### config.mk
export PLATFORM = sky130hd
export DESIGN_NAME = mem_port_arbiter
export DESIGN_NICKNAME = d
export VERILOG_FILES = /design/src/rtl/riscv_mem_pkg.sv /design/src/rtl/mem_align_chk.sv /design/src/rtl/mem_port_arbiter.sv
export SDC_FILE = /design/constraint.sdc
export NUM_CORES = 1
export LEC_CHECK = 0
export ABC_AREA = 1
export CAP_MARGIN = 10
export CORE_AREA = 2 2 194 196
export CTS_BUF_LIST = sky130_fd_sc_hd__clkbuf_4 sky130_fd_sc_hd__clkbuf_8
export CTS_CLUSTER_SIZE = 24
export DETAILED_ROUTE_END_ITERATION = 12
export DIE_AREA = 0 0 196 198
export HOLD_SLACK_MARGIN = 0.05
export PLACE_DENSITY = 0.52
export SLEW_MARGIN = 20
export SYNTH_ARGS = -nofsm -noshare
export SYNTH_HDL_FRONTEND = slang
export SYNTH_HIERARCHICAL = 1
export SYNTH_SLANG_ARGS = --single-unit
### constraint.sdc
create_clock -name clk -period 3.8 [get_ports clk]
set_clock_uncertainty 0.2 [all_clocks]
set_input_delay 0.95 -clock clk [delete_from_list [all_inputs] [get_ports clk]]
set_output_delay 0.95 -clock clk [all_outputs]
set_load 0.02 [all_outputs]
### src/rtl/riscv_mem_pkg.sv
// rtl/riscv_mem_pkg.sv - shared memory-access encodings for the core's memory path
//
// Holds the func3 size encodings, the arbiter state type and the requester
// owner encoding. Imported by mem_align_chk, mem_port_arbiter and the LSU.

package riscv_mem_pkg;

    localparam logic [2:0] SZ_B       = 3'b000;
    localparam logic [2:0] SZ_H       = 3'b001;
    localparam logic [2:0] SZ_W       = 3'b010;
    localparam logic [2:0] SZ_D       = 3'b011;
    localparam logic [2:0] SZ_BU      = 3'b100;
    localparam logic [2:0] SZ_HU      = 3'b101;
    localparam logic [2:0] SZ_WU      = 3'b110;
    localparam logic [2:0] SZ_ILLEGAL = 3'b111;

    typedef enum logic [1:0] {
        IDLE = 2'd0,
        REQ  = 2'd1,
        RESP = 2'd2,
        DONE = 2'd3
    } arb_state_t;

    typedef enum logic {
        OWN_IF = 1'b0,
        OWN_DM = 1'b1
    } owner_t;

endpackage

### src/rtl/mem_align_chk.sv
// rtl/mem_align_chk.sv - combinational size/address legality check
//
// Ports:
//   is_fetch  in   1  access is an instruction fetch (always a word access)
//   size      in   3  func3 size encoding (ignored for fetch)
//   addr_lsb  in   3  low three address bits
//   aligned   out  1  1 = access is legal and naturally aligned

module mem_align_chk
    import riscv_mem_pkg::*;
(
    input  logic       is_fetch,
    input  logic [2:0] size,
    input  logic [2:0] addr_lsb,
    output logic       aligned
);

    always_comb begin
        aligned = 1'b0;
        if (is_fetch) begin
            aligned = (addr_lsb[1:0] == 2'b00);
        end else begin
            case (size)
                SZ_B, SZ_BU: aligned = 1'b1;
                SZ_H, SZ_HU: aligned = ~addr_lsb[0];
                SZ_W, SZ_WU: aligned = (addr_lsb[1:0] == 2'b00);
                SZ_D:        aligned = (addr_lsb == 3'b000);
                default:     aligned = 1'b0;   // SZ_ILLEGAL
            endcase
        end
    end

endmodule

### src/rtl/mem_port_arbiter.sv
// rtl/mem_port_arbiter.sv - single-outstanding fetch/data arbiter for one memory port
//
// Ports:
//   clk, reset                 clock, synchronous active-low reset
//   if_req/if_addr             fetch request (level, held until if_done)
//   if_done/if_rdata           fetch completion pulse and 32-bit instruction
//   dm_req/dm_we/dm_size/
//   dm_addr/dm_wdata           data request (level, held until dm_done)
//   dm_done/dm_rdata           data completion pulse and raw load data
//   mem_req/mem_we/mem_size/
//   mem_addr/mem_wdata         memory request, held until mem_gnt
//   mem_gnt/mem_rvalid/mem_rdata  memory grant and response
//   stall                      datapath hold while a request is outstanding
//   err                        alignment or watchdog error, with the owner's done

module mem_port_arbiter
    import riscv_mem_pkg::*;
#(
    parameter int ADDR_W  = 64,
    parameter int DATA_W  = 64,
    parameter int TIMEOUT = 255
) (
    input  logic              clk,
    input  logic              reset,
    input  logic              if_req,
    input  logic [ADDR_W-1:0] if_addr,
    output logic              if_done,
    output logic [31:0]       if_rdata,
    input  logic              dm_req,
    input  logic              dm_we,
    input  logic [2:0]        dm_size,
    input  logic [ADDR_W-1:0] dm_addr,
    input  logic [DATA_W-1:0] dm_wdata,
    output logic              dm_done,
    output logic [DATA_W-1:0] dm_rdata,
    output logic              mem_req,
    output logic              mem_we,
    output logic [2:0]        mem_size,
    output logic [ADDR_W-1:0] mem_addr,
    output logic [DATA_W-1:0] mem_wdata,
    input  logic              mem_gnt,
    input  logic              mem_rvalid,
    input  logic [DATA_W-1:0] mem_rdata,
    output logic              stall,
    output logic              err
);

    localparam int CNT_W = (TIMEOUT > 0) ? $clog2(TIMEOUT + 1) : 1;

    arb_state_t        state_q, state_d;
    owner_t            owner_q;
    logic              err_q;
    logic [CNT_W-1:0]  cnt_q;
    logic [DATA_W-1:0] rdata_q;
    logic              mem_we_q;
    logic [2:0]        mem_size_q;
    logic [ADDR_W-1:0] mem_addr_q;
    logic [DATA_W-1:0] mem_wdata_q;

    logic              any_req;
    logic              is_fetch;
    logic              aligned;
    logic              timeout_hit;
    logic              abort;
    logic [2:0]        req_size;
    logic [ADDR_W-1:0] req_addr;

    // Data has fixed priority over fetch; a fetch is always a word load.
    assign any_req  = dm_req | if_req;
    assign is_fetch = ~dm_req;
    assign req_size = dm_req ? dm_size : SZ_W;
    assign req_addr = dm_req ? dm_addr : if_addr;

    mem_align_chk u_align (
        .is_fetch (is_fetch),
        .size     (req_size),
        .addr_lsb (req_addr[2:0]),
        .aligned  (aligned)
    );

    // The current REQ/RESP cycle is the TIMEOUT-th one. A response arriving
    // on that very cycle still completes normally; a grant does not.
    assign timeout_hit = (TIMEOUT != 0) && ((32'(cnt_q) + 32'd1) == 32'(TIMEOUT));
    assign abort       = timeout_hit &&
                         ((state_q == REQ) || ((state_q == RESP) && !mem_rvalid));

    always_comb begin
        state_d = state_q;
        mem_req = 1'b0;
        if_done = 1'b0;
        dm_done = 1'b0;
        err     = 1'b0;
        case (state_q)
            IDLE: if (any_req) state_d = aligned ? REQ : DONE;
            REQ: begin
                mem_req = 1'b1;
                if (abort)        state_d = DONE;
                else if (mem_gnt) state_d = RESP;
            end
            RESP: if (mem_rvalid || abort) state_d = DONE;
            DONE: begin
                if_done = (owner_q == OWN_IF);
                dm_done = (owner_q == OWN_DM);
                err     = err_q;
                state_d = IDLE;
            end
            default: state_d = IDLE;
        endcase
    end

    always_ff @(posedge clk) begin
        if (!reset) begin
            state_q     <= IDLE;
            owner_q     <= OWN_IF;
            err_q       <= 1'b0;
            cnt_q       <= '0;
            rdata_q     <= '0;
            mem_we_q    <= 1'b0;
            mem_size_q  <= '0;
            mem_addr_q  <= '0;
            mem_wdata_q <= '0;
        end else begin
            state_q <= state_d;
            case (state_q)
                IDLE: begin
                    cnt_q <= '0;
                    if (any_req) begin
                        owner_q <= dm_req ? OWN_DM : OWN_IF;
                        err_q   <= ~aligned;
                        rdata_q <= '0;
                        if (aligned) begin
                            mem_we_q    <= dm_req & dm_we;
                            mem_size_q  <= req_size;
                            mem_addr_q  <= req_addr;
                            mem_wdata_q <= dm_req ? dm_wdata : '0;
                        end
                    end
                end
                REQ, RESP: begin
                    if (TIMEOUT != 0) cnt_q <= cnt_q + CNT_W'(1);
                    if (abort) begin
                        err_q   <= 1'b1;
                        rdata_q <= '0;
                    end else if ((state_q == RESP) && mem_rvalid) begin
                        rdata_q <= (owner_q == OWN_DM) ? mem_rdata
                                                       : DATA_W'(mem_rdata[31:0]);
                    end
                end
                default: ;
            endcase
        end
    end

    assign mem_we    = mem_we_q;
    assign mem_size  = mem_size_q;
    assign mem_addr  = mem_addr_q;
    assign mem_wdata = mem_wdata_q;
    assign if_rdata  = rdata_q[31:0];
    assign dm_rdata  = rdata_q;

    assign stall = reset & ((if_req & ~if_done) | (dm_req & ~dm_done));

endmodule

==> results list <==
- Run status: complete, no violations
* Worst supply voltage drop on vdd: 0.0002905 V
- Core Region: 36,960 sq um
* Critical setup path kind: in -> out
- Vertical die dimension: 198 um
- For this block, the routed nets add up to 34,380 um of wire.
- Initial Util: 24.13%
- Across all hold checks on the routed design, the worst slack comes to 256.6 ps.
* Die span in x: 196 um
- TritonCTS built the clock tree.
* Synthesized Nets: 1,530
* Setup TNS: 0 ps
- Number of DRC violations after detailed routing: 0
- Input and output buffers added on the ports amount to 498.
* Actual slew at the worst max-slew pin: 1018 ps
- Data arrival time at the worst-slack endpoint: 2370 ps
- Number of buffers between clock root and the deepest sink: 3
- Overall power after layout: 8235 uW
* Final HPWL from detailed placement: 24,340 um
- After layout, the minimum clock period comes to 3516 ps.
- Std-Cell Rows: 71
- Cell count after synthesis: 1,258
- After synthesis, the mean cell area works out to 7.087 sq um.
* Setup WS pre-CTS: 280.4 ps
- The congestion estimate from routability-driven global placement came to 0.7474.
- The number of global-route vias before repair was 9,268.
* Total number of vias: 9,684
* Final hold violation count: 0
- Nets: 1,965
- Global routing finished with a remaining overflow of 0.
- For the worst setup path, the data required time is 2650 ps.
- Power density over the cells: 551.5 nW/um^2
* Insertion delay of the later-clocked pin in the worst-skew pair: 560 ps
- The layout has 3,864 filler cells.
* Clk sink count: 208
* Area of the die: 38,810 sq um
* Max-slew violation total from the final report: 0
- Unrepaired setup endpoints after global routing: false
* Flop and latch count out of synthesis: 208
- In this run, post-CTS hold repair placed 0 buffers.
- Pin placement for this block handled 499 I/O pins.
- Count of TritonRoute iterations in the first routing pass: 5
- Setup slack closes at 283.6 ps.
- The initial antenna violation count is 3.
- Clk Tree Root Cell: sky130_fd_sc_hd__clkbuf_8
- Post-DRT Antenna Nets: 0
* Achievable frequency: 284.4 MHz
* Classification of the worst-slack hold path: reg -> reg
- After detailed routing, the number of vias per cell comes to 4.418.
- Once layout is complete, the utilization of the core stands at 40.41%.
- Fraction of final layout cells with drive strength greater than 1: 6.228%
* Sequential cell area fraction in the yosys report: 46.70%
* Number of buffers added for setup after CTS: 0
* Routed wirelength normalized by instance count: 15.69 um
* Combined area of all synthesized cells: 8916 sq um
- Clock-pin slew was measured on the worst setup and hold paths at 60 ps.
- Dividing the final minimum period by the clock period gives 92.54%.
* Wire length of the first global-routing pass: 51,850 um
- Violation count after the first detailed-routing iteration: 361
* Post-synthesis to final-layout area growth: 67.49%
* Number of max-capacitance violations reported: 0
- Global router's overall resource usage: 16.91%
* Synth warnings: 6
- Worst-path fanout max: 2
- P_leak: 0.005754 uW
- The synthesized netlist contains 25 unique library cells.
- CTS built an H-tree with a depth of 2.
- STA classifies the critical path startpoint as an input port.
* Worst Setup End Kind: output pin
* Diode insertion count for antenna repair: 0
* Pin count of the biggest net entering global routing: 129
* Max-slew headroom at the worst pin: 32.14%
- Number of buffers created by CTS: 41
* Finish-stage setup viols: 0
- Post-CTS repair changed the size of 0 cells.
-- worst paths after layout --
path | from | end | slack (ps) | cells past startpoint
max | if_req | stall | 280 | 4
min | mem_wdata[34]$_SDFFE_PN0P_ | mem_wdata[34]$_SDFFE_PN0P_ | 260 | 2
max reg2reg | cnt_q[1]$_SDFFE_PN0P_ | dm_rdata[60]$_SDFFE_PN0P_ | 1400 | 11
min reg2reg | mem_wdata[34]$_SDFFE_PN0P_ | mem_wdata[34]$_SDFFE_PN0P_ | 260 | 2
-- metrics by stage --
step | std cells | cell area, sq um
3_5_place_dp | 2124 | 14100
5_1_grt | 2192 | 14930
3_3_place_gp | 2124 | 14100
2_1_floorplan | 1258 | 8916
4_1_cts | 2192 | 14930
6_report | 2192 | 14930
-- registers in the layout, indices dropped and copies added (netlist names) --
| register | count |
|---|---|
| dm_rdata | 64 |
| mem_addr | 64 |
| mem_wdata | 64 |
| cnt_q | 8 |
| mem_size | 3 |
| state_q | 2 |
| err_q | 1 |
| mem_we | 1 |
| owner_q | 1 |
-- layout by cell type, fill, tap and decap left out --
cell	instances
sky130_fd_sc_hd__clkdlybuf4s50_1	496
sky130_fd_sc_hd__nand2_1	383
sky130_fd_sc_hd__dfxtp_1	208
sky130_fd_sc_hd__a21oi_1	148
sky130_fd_sc_hd__inv_1	89
sky130_fd_sc_hd__nand3_1	74
sky130_fd_sc_hd__nor2_1	71
sky130_fd_sc_hd__o21ai_0	68
sky130_fd_sc_hd__a31oi_1	61
sky130_fd_sc_hd__clkbuf_8	52
sky130_fd_sc_hd__buf_4	12
sky130_fd_sc_hd__clkbuf_4	10
sky130_fd_sc_hd__buf_12	8
sky130_fd_sc_hd__ha_1	6
sky130_fd_sc_hd__nor2_2	5
sky130_fd_sc_hd__clkinv_2	4
sky130_fd_sc_hd__nand3_2	3
sky130_fd_sc_hd__clkinvlp_4	3
sky130_fd_sc_hd__inv_2	2
sky130_fd_sc_hd__or2_2	2
sky130_fd_sc_hd__o21bai_1	2
sky130_fd_sc_hd__nand4_1	2
sky130_fd_sc_hd__nor2_4	2
sky130_fd_sc_hd__buf_2	2
sky130_fd_sc_hd__nand2_2	1
sky130_fd_sc_hd__nand2_4	1
sky130_fd_sc_hd__o22ai_1	1
sky130_fd_sc_hd__o221ai_1	1
sky130_fd_sc_hd__o211ai_1	1
-- cell families (layout without fill, tap and decap cells) --
family	count (synthesis)	count (layout)	synth area share, %
compound gates	282	282	16.83
fa+ha+maj	6	6	0.8420
buf+inv	218	678	11.11
flops	208	208	46.70
simple gates	544	544	24.52
-- Yosys cell counts (all sizes together) --
cell type	count	area (sq um)
dfxtp	208	4164
o21ai	68	340.3
inv	92	345.3
o211ai	1	7.510
nand2	385	1455
nor2	78	305.3
buf	60	397.9
ha	6	75.07
o221ai	1	8.760
or2	2	12.51
o21bai	2	15.01
clkbuf	66	247.7
nand4	2	12.51
o22ai	1	6.260
nand3	77	400.4
a31oi	61	381.6
a21oi	148	740.7
-- routing by layer --
layer  global-route usage (%)  routed length, um  vias up
li1                         -                  -     4898
met3                    5.502               2846       72
met4                    6.818               1205        6
met1                    19.04              13600     4339
met2                    29.55              16690      369
met5                        0                 38        -
-- worst max-delay path, stage by stage --
cell and delay, ps:
sky130_fd_sc_hd__clkdlybuf4s50_1 470, sky130_fd_sc_hd__o21ai_0 80, sky130_fd_sc_hd__a21oi_1 210, sky130_fd_sc_hd__clkdlybuf4s50_1 650
-- where the power goes --
group | switching (uW) | internal, uW
sequential | 192 | 2540
combinational | 1800 | 1390
clock | 989 | 1320
-- final cells by class --
cell class	count	area [sq um]	share of cell area (%)
clock buffer	62	790.8	5.295
tap	474	593.1	3.972
multi-input combinational	832	3776	25.29
sequential	208	4164	27.88
timing repair buffer	518	5225	34.99
clock inverter	6	37.54	0.2514
inverter	92	346.6	2.321
Power figures use the tool's default switching activity.
